===== config.mk =====
export PLATFORM = sky130hd
export DESIGN_NAME = multicycle_ctrl
export DESIGN_NICKNAME = d
export VERILOG_FILES = /design/src/rtl/multicycle_ctrl.sv
export SDC_FILE = /design/constraint.sdc
export NUM_CORES = 1
export LEC_CHECK = 0
export BUFFER_PORTS_ARGS = -buffer_cell sky130_fd_sc_hd__buf_2
export CORE_MARGIN = 2
export CORE_UTILIZATION = 33
export DETAILED_ROUTE_END_ITERATION = 8
export GPL_TIMING_DRIVEN = 0
export MAX_ROUTING_LAYER = met4
export PLACE_DENSITY_LB_ADDON = 0.25
export SETUP_SLACK_MARGIN = 0.5
export SLEW_MARGIN = 15
export SYNTH_ARGS = -nofsm -noshare
export SYNTH_HDL_FRONTEND = slang
export SYNTH_SLANG_ARGS = --single-unit

===== constraint.sdc =====
create_clock -name clk -period 2 [get_ports clk]
set_clock_uncertainty 0.05 [all_clocks]
set_input_delay 0.5 -clock clk [delete_from_list [all_inputs] [get_ports clk]]
set_output_delay 0.5 -clock clk [all_outputs]
set_load 0.05 [all_outputs]

===== src/rtl/multicycle_ctrl.sv =====
`default_nettype none
// ============================================================================
// Module      : multicycle_ctrl
// Description : Multicycle control unit for the 8-bit accumulator CPU.
//               Sequences fetch / decode / address-operand fetch / execute,
//               with ADDR_BYTES address operand bytes and a mem_ready
//               handshake that stretches every memory-access state.
//               Optional macro HALT_ON_ILLEGAL_EN: an illegal opcode parks
//               the controller in HALT until reset (otherwise it acts as NOP).
// Revision    : 1.0 - initial release
// ============================================================================
module multicycle_ctrl #(
    parameter int ADDR_BYTES = 2
) (
    input  logic                  clk,
    input  logic                  reset,
    input  logic                  z,
    input  logic [7:0]            opcode,
    input  logic                  mem_ready,
    output logic                  mem_req,
    output logic                  writeEnableAC,
    output logic                  writeEnableR,
    output logic                  writeEnableMem,
    output logic                  PCEnable,
    output logic                  instructionRegisterEnable,
    output logic                  dataRegisterEnable,
    output logic                  zeroEnable,
    output logic [ADDR_BYTES-1:0] addrByteEnable,
    output logic                  muxSelectPC,
    output logic                  muxSelectAddress,
    output logic                  muxSelectALUtoAC,
    output logic                  muxSelectMEM_or_R_toAC,
    output logic                  halted
);

    localparam int IDX_W = (ADDR_BYTES > 1) ? $clog2(ADDR_BYTES) : 1;
    localparam logic [IDX_W-1:0] c_LAST_IDX = IDX_W'(ADDR_BYTES - 1);

    localparam logic [3:0] c_FETCH  = 4'd0;
    localparam logic [3:0] c_DECODE = 4'd1;
    localparam logic [3:0] c_ALU    = 4'd2;
    localparam logic [3:0] c_MVAC   = 4'd3;
    localparam logic [3:0] c_MOVR   = 4'd4;
    localparam logic [3:0] c_ADDR   = 4'd5;
    localparam logic [3:0] c_STAC   = 4'd6;
    localparam logic [3:0] c_LDRD   = 4'd7;
    localparam logic [3:0] c_LDWR   = 4'd8;
    localparam logic [3:0] c_JUMP   = 4'd9;
    localparam logic [3:0] c_HALT   = 4'd10;

    localparam logic [3:0] c_OP_NOP  = 4'h0;
    localparam logic [3:0] c_OP_LDAC = 4'h1;
    localparam logic [3:0] c_OP_STAC = 4'h2;
    localparam logic [3:0] c_OP_MVAC = 4'h3;
    localparam logic [3:0] c_OP_MOVR = 4'h4;
    localparam logic [3:0] c_OP_JMPZ = 4'h6;
    localparam logic [3:0] c_OP_JPNZ = 4'h7;

    logic [3:0]       r_state;
    logic [3:0]       w_next_state;
    logic [IDX_W-1:0] r_idx;
    logic             w_illegal;
    logic             w_last_byte;
    logic             w_load;

    assign w_illegal   = |opcode[7:4];
    assign w_last_byte = (r_idx == c_LAST_IDX);
    // Register loads happen only in the completing cycle of an access, and
    // never while reset is held (reset parks us in FETCH, which would
    // otherwise load IR/PC when mem_ready happens to be high).
    assign w_load      = mem_ready & ~reset;

    // State register with asynchronous reset to FETCH
    always_ff @(posedge clk or posedge reset) begin
        if (reset) begin
            r_state <= c_FETCH;
        end else begin
            r_state <= w_next_state;
        end
    end

    // Address-operand byte index: cleared in DECODE, advanced per completed byte
    always_ff @(posedge clk or posedge reset) begin
        if (reset) begin
            r_idx <= '0;
        end else if (r_state == c_DECODE) begin
            r_idx <= '0;
        end else if ((r_state == c_ADDR) && mem_ready) begin
            r_idx <= w_last_byte ? '0 : r_idx + IDX_W'(1);
        end
    end

    // Next-state decode; memory states hold until mem_ready
    always_comb begin
        w_next_state = r_state;
        case (r_state)
            c_FETCH: begin
                if (mem_ready) w_next_state = c_DECODE;
            end
            c_DECODE: begin
                if (w_illegal) begin
`ifdef HALT_ON_ILLEGAL_EN
                    w_next_state = c_HALT;
`else
                    w_next_state = c_FETCH;
`endif
                end else if (opcode[3]) begin
                    w_next_state = c_ALU;
                end else if (opcode[3:0] == c_OP_NOP) begin
                    w_next_state = c_FETCH;
                end else if (opcode[3:0] == c_OP_MVAC) begin
                    w_next_state = c_MVAC;
                end else if (opcode[3:0] == c_OP_MOVR) begin
                    w_next_state = c_MOVR;
                end else begin
                    w_next_state = c_ADDR;
                end
            end
            c_ADDR: begin
                // z is only looked at in the completing cycle of the last byte
                if (mem_ready && w_last_byte) begin
                    case (opcode[3:0])
                        c_OP_STAC: w_next_state = c_STAC;
                        c_OP_LDAC: w_next_state = c_LDRD;
                        c_OP_JMPZ: w_next_state = z ? c_JUMP : c_FETCH;
                        c_OP_JPNZ: w_next_state = z ? c_FETCH : c_JUMP;
                        default:   w_next_state = c_JUMP;
                    endcase
                end
            end
            c_STAC: begin
                if (mem_ready) w_next_state = c_FETCH;
            end
            c_LDRD: begin
                if (mem_ready) w_next_state = c_LDWR;
            end
            c_LDWR, c_ALU, c_MOVR, c_MVAC, c_JUMP: begin
                w_next_state = c_FETCH;
            end
            c_HALT: begin
                w_next_state = c_HALT;
            end
            default: begin
                w_next_state = c_FETCH;
            end
        endcase
    end

    // Datapath controls decoded from state, byte index and mem_ready
    always_comb begin
        mem_req                   = 1'b0;
        writeEnableAC             = 1'b0;
        writeEnableR              = 1'b0;
        writeEnableMem            = 1'b0;
        PCEnable                  = 1'b0;
        instructionRegisterEnable = 1'b0;
        dataRegisterEnable        = 1'b0;
        zeroEnable                = 1'b0;
        addrByteEnable            = '0;
        muxSelectPC               = 1'b1;
        muxSelectAddress          = 1'b0;
        muxSelectALUtoAC          = 1'b0;
        muxSelectMEM_or_R_toAC    = 1'b0;
        halted                    = 1'b0;
        case (r_state)
            c_FETCH: begin
                mem_req                   = 1'b1;
                muxSelectAddress          = 1'b1;
                instructionRegisterEnable = w_load;
                PCEnable                  = w_load;
            end
            c_ADDR: begin
                mem_req          = 1'b1;
                muxSelectAddress = 1'b1;
                PCEnable         = w_load;
                if (w_load) addrByteEnable = ADDR_BYTES'(1) << r_idx;
            end
            c_STAC: begin
                mem_req        = 1'b1;
                writeEnableMem = 1'b1;
            end
            c_LDRD: begin
                mem_req            = 1'b1;
                dataRegisterEnable = w_load;
            end
            c_LDWR: begin
                writeEnableAC = 1'b1;
                zeroEnable    = 1'b1;
            end
            c_ALU: begin
                writeEnableAC    = 1'b1;
                zeroEnable       = 1'b1;
                muxSelectALUtoAC = 1'b1;
            end
            c_MOVR: begin
                writeEnableAC          = 1'b1;
                zeroEnable             = 1'b1;
                muxSelectMEM_or_R_toAC = 1'b1;
            end
            c_MVAC: begin
                writeEnableR = 1'b1;
            end
            c_JUMP: begin
                PCEnable    = 1'b1;
                muxSelectPC = 1'b0;
            end
            c_HALT: begin
`ifdef HALT_ON_ILLEGAL_EN
                halted = 1'b1;
`endif
            end
            default: begin
                mem_req = 1'b0;
            end
        endcase
    end

endmodule
`default_nettype wire


# ---- Yosys cells after proc, flatten, opt, wreduce, memory -nomap -nowiden
# Index checks and enable logic that the tools add are counted.
dict set report totals {
  reg_bits 5
  input_bits 12
  out_inout_bits 15
}
dict set report op_classes {
  n_eq_ne 20
  shift 1
  addsub 1
  n_reduce_logical 10
  bitwise 2
  n_mux 29
}
# cell count
set op_table {}
lappend op_table {{$eq A4 B3 Y1 const B} 7}
lappend op_table {{$mux W4} 6}
lappend op_table {{$pmux W4 S6} 1}
lappend op_table {{$eq A4 B2 Y1 const B} 4}
lappend op_table {{$pmux W4 S4} 1}
lappend op_table {{$mux W1} 14}
lappend op_table {{$eq A4 B4 Y1 const B} 3}
lappend op_table {{$mux W3} 4}
lappend op_table {{$eq A4 B1 Y1 const B} 2}
lappend op_table {{$logic_not A4 Y1} 2}
lappend op_table {{$reduce_or A4 Y1} 2}
lappend op_table {{$ne A2 B2 Y1 const B} 3}
lappend op_table {{$mux W2} 2}
lappend op_table {{$reduce_and A4 Y1} 1}
lappend op_table {{$reduce_or A3 Y1} 1}
lappend op_table {{$logic_and A1 B1 Y1} 2}
lappend op_table {{$ne A2 B1 Y1 const B} 1}
lappend op_table {{$pmux W1 S2} 1}
lappend op_table {{$reduce_bool A2 Y1} 1}
lappend op_table {{$reduce_or A2 Y1} 1}
lappend op_table {{$shl A1 B1 Y2 const A} 1}
lappend op_table {{$add A1 B1 Y1 const B} 1}
lappend op_table {{$and A1 B1 Y1} 1}
lappend op_table {{$not A1 Y1} 1}

# ---- Longest topological paths before layout
dict set report depth {
  depth_word 7
  mapped_depth 7
}

# ---- Worst setup path after synthesis
# Ideal clock, no wire load.
dict set report synth_path {
  kind {flip-flop to output port}
  startpoint {register r_state[3]}
  endpoint {output port PCEnable}
  slack_ns -0.544
  path_stages_with_launch 5
  path_buffers 1
  arrival_ns 1.994
  path_cell_list {dfrtp_1 buf_6 and4bb_1 a21oi_1 o21ai_0}
}
dict set report synth_between {
  elab_chain_len 3
}
# item line
set synth_lines {}
lappend synth_lines {{start: declaration} 59} ;# logic [3:0] r_state;
lappend synth_lines {{start signal: assignment} 76} ;# r_state <= c_FETCH;
lappend synth_lines {{start signal: assignment} 78} ;# r_state <= w_next_state;
lappend synth_lines {{$eq A4 B3 Y1 / $logic_not A4 Y1 (equally long branches)} 165} ;# case (r_state)
lappend synth_lines {{$reduce_or A2 Y1 (no line)} n/a}
lappend synth_lines {{$pmux W1 S2 *} 165}
lappend synth_lines {{end: declaration} 24} ;# output logic PCEnable,
# Mark *: on every way between the ends. The rest lies on a longest branch, timed or not.

# ---- Worst setup path after layout
# Same ends and word-level chain as after synthesis.

==> flow_summary.yaml <==
pwr:
  p_per_area_mw_per_mm2: 765
  vdd_drop_max_mv: 0.546
  fin_total_pwr_mw: 0.979
  p_leak_nw: 0.569
global_route:
  grt_use_met2: 0.406
  grt-ovfl-total: 0
  grt_use_met3: 0.0235
  antenna_found_initial: 0
  grt_max_degree: 11
  grt_util_met1: 0.238
  grt_pass1_wl_mm: 3.21
  top_usage_layer: "met2"
  grt_pass1_vias: 740
  grt.total_usage: 0.216
floorplanning:
  start_util: 0.347
  num_rows: 15
  fp.dieH_um: 46.1
  die_w_um: 46.1
  dieArea_mm2: 0.00213
  boundaryPins: 27
  core-area_mm2: 0.00169
layout:
  fill_cells: 110
  drive_above_1_share: 0.682
  multiInputGateArea_um2: 577
  final_nets: 145
  num_antenna_cells: 0
  synthToLayoutAreaGrowth_pct: 119
  final-seq-area_um2: 125
  fin_cells: 149
  fin_util: 0.758
setup_path:
  critPathBufInv: 2
  r2r_cells: 7
  start_kind: "register"
  crit_top_cell: "buf_6"
  path_max_fanout: 6
  path_depth: 5
  crit_path_end_kind: "output pin"
  cp_data_arrival_time_ps: 1520
  crit_family: "flip-flops"
  worst_path_largest_cell_delay_ps: 410
  worstPathRequired_ps: 1450
  crit_chain: "buf_6 -> and4bb_2 -> a21oi_4 -> o21ai_4 -> buf_6"
  cpMaxStageDelayCell: "dfrtp_1"
  crit_type: "reg -> out"
synth:
  muxShareOfSynthArea: 0
  synth_top_area_share: 0.214
  synth_top_cells_by_count: "8 x inv_1, 8 x o21ai_0, 7 x nand2_1, 7 x nor2_1, 7 x nor3_1"
  yosysSeqAreaShare: 0.214
  async_flop_share: 1.00
  synth-adder-area-share: 0
  syn_area_um2: 586
  post_synth_xor_area_fraction: 0.0299
  yosysWarnings: 0
  yosys_register_bits: 5
  synth_top_family_by_area: "compound AO/OA/AOI/OAI gates"
  yosysTopAreaCell: "dfrtp_1"
  synthSimpleGateAreaFrac: 0.299
  synth_area_leaders: "dfrtp_1 21%, o21ai_0 6.8%, nor3_1 6.0%"
  synth_edf_count: 0
  ys.flop_type: "dfrtp_1"
  synth-compound-area-share: 0.308
  syn_inst: 82
  synth_cell_types: 34
  syn-num-nets: 94
  syn_avg_cell_area_um2: 7.14
min_path:
  hold_path.class: "in -> async"
placement:
  post-place-ws_ps: 19.7
  dp_cells: 124
  gp_congestion: 0.788
  dpl.hpwl_mm: 1.32
  io_buffer_count: 25
outcome:
  outcome: "complete, but fails checks"
  failed_checks: "negative setup slack"
sta:
  fmax_ghz: 0.483
  setup_viol: 4
  final_hold_viol_count: 0
  setup_slack_ps: -68.5
  report.final.slew_viol_count: 0
  finalCriticalPeriod_ps: 2070
  rsz0062_at_grt: "true"
  finalCritPeriodShare: 1.03
route:
  first_pass_iters: 4
  vias_per_cell: 5.74
  drc: 0
  num_vias: 856
  drtIter0Drc: 18
  postRouteAntennaNets: 0
  wl_per_cell_um: 16.0
  routed_wl_mm: 2.39
run:
  drv_cap: 0
clock_network:
  cts.hold.buffers_added: 0
  clockBufferDepth: 2
  clock_latency_ps: 240
  clkTransAtPathRegs_ps: 50
  cts_buffers: 3
  clockRootBuffer: "clkbuf_4"
  cts_tree: "built"
  clock_sinks: 5
  ctsHtreeMaxLevel: 1
==> metal layers <==
layer | routed length, um | up-vias
li1 | - | 396
met3 | 108 | 6
met2 | 1350 | 35
met4 | 25 | 0
met5 | 0 | -
met1 | 899 | 419
==> cell families (layout without fill, tap and decap cells) <==
logic type,after synthesis,count (layout)
xor+xnor,2,2
flops,5,5
simple gates,34,34
buf+inv,15,65
other cells,1,1
compound gates,25,25
==> final timing paths <==
| kind | slack (ps) | endpoint | startpoint |
|---|---|---|---|
| worst max-delay path | -70 | PCEnable | r_state[3] |
| worst min-delay path | 110 | r_state[0] | reset |
| worst max register to register | 330 | r_state[0] | r_state[1] |
| worst min register to register | 660 | r_idx | r_idx |
| max in group asynchronous | 1650 | r_idx | reset |
| min in group clk | 650 | r_state[2] | opcode[3] |
==> worst reg2reg max path, delay by kind of cell, from the launching register on <==
kind | cells | cell delay (ps)
AO/OA/AOI/OAI | 2 | 420
flip-flops | 1 | 360
buffers and inverters | 3 | 400
AND/OR/NAND/NOR | 2 | 360
==> flip-flops by register name (all words and copies together), names as in the netlist <==
register,count
r_idx,1
r_state,4
==> final cells by class <==
type                            count  area share
Multi-Input combinational cell     62       0.451
Timing Repair Buffer               46       0.328
Sequential cell                     5      0.0978
Buffer                              6      0.0528
Inverter                            9      0.0332
Clock buffer                        4      0.0205
Tap cell                           17      0.0166
==> power by group <==
group / leakage (nW) / internal [mW] / switching, mW
clock: 0.0150 / 0.0755 / 0.0424
combinational: 0.486 / 0.308 / 0.426
sequential: 0.0676 / 0.115 / 0.0130
total: 0.569 / 0.498 / 0.481
==> placed cells by master (no fill, tap or decap), drive strengths merged, types with 3 or more instances in the layout <==
master and count:
buf 52, nor2 8, inv 8, o21ai 8, nor3 7, nand2 7, dfrtp 5, clkbuf 4
nand3 4, o22ai 3
==> repair_timing <==
action,in CTS,in global routing
setup endpoints to repair,17,18
setup buffers,13,8
pin swaps,20,11
resized for setup,52,11
==> stage by stage <==
| stage | hold slack [ps] | area [um2] | setup TNS (ps) |
|---|---|---|---|
| 5_1_grt | 113 | 1280 | -524 |
| 3_5_place_dp | 366 | 860 | 0 |
| 2_1_floorplan | 224 | 713 | 0 |
| 6_report | 108 | 1280 | -161 |
| 3_3_place_gp | 359 | 860 | 0 |
| 4_1_cts | 109 | 1170 | -74.1 |
No activity file was read; power rests on OpenSTA's default activity.
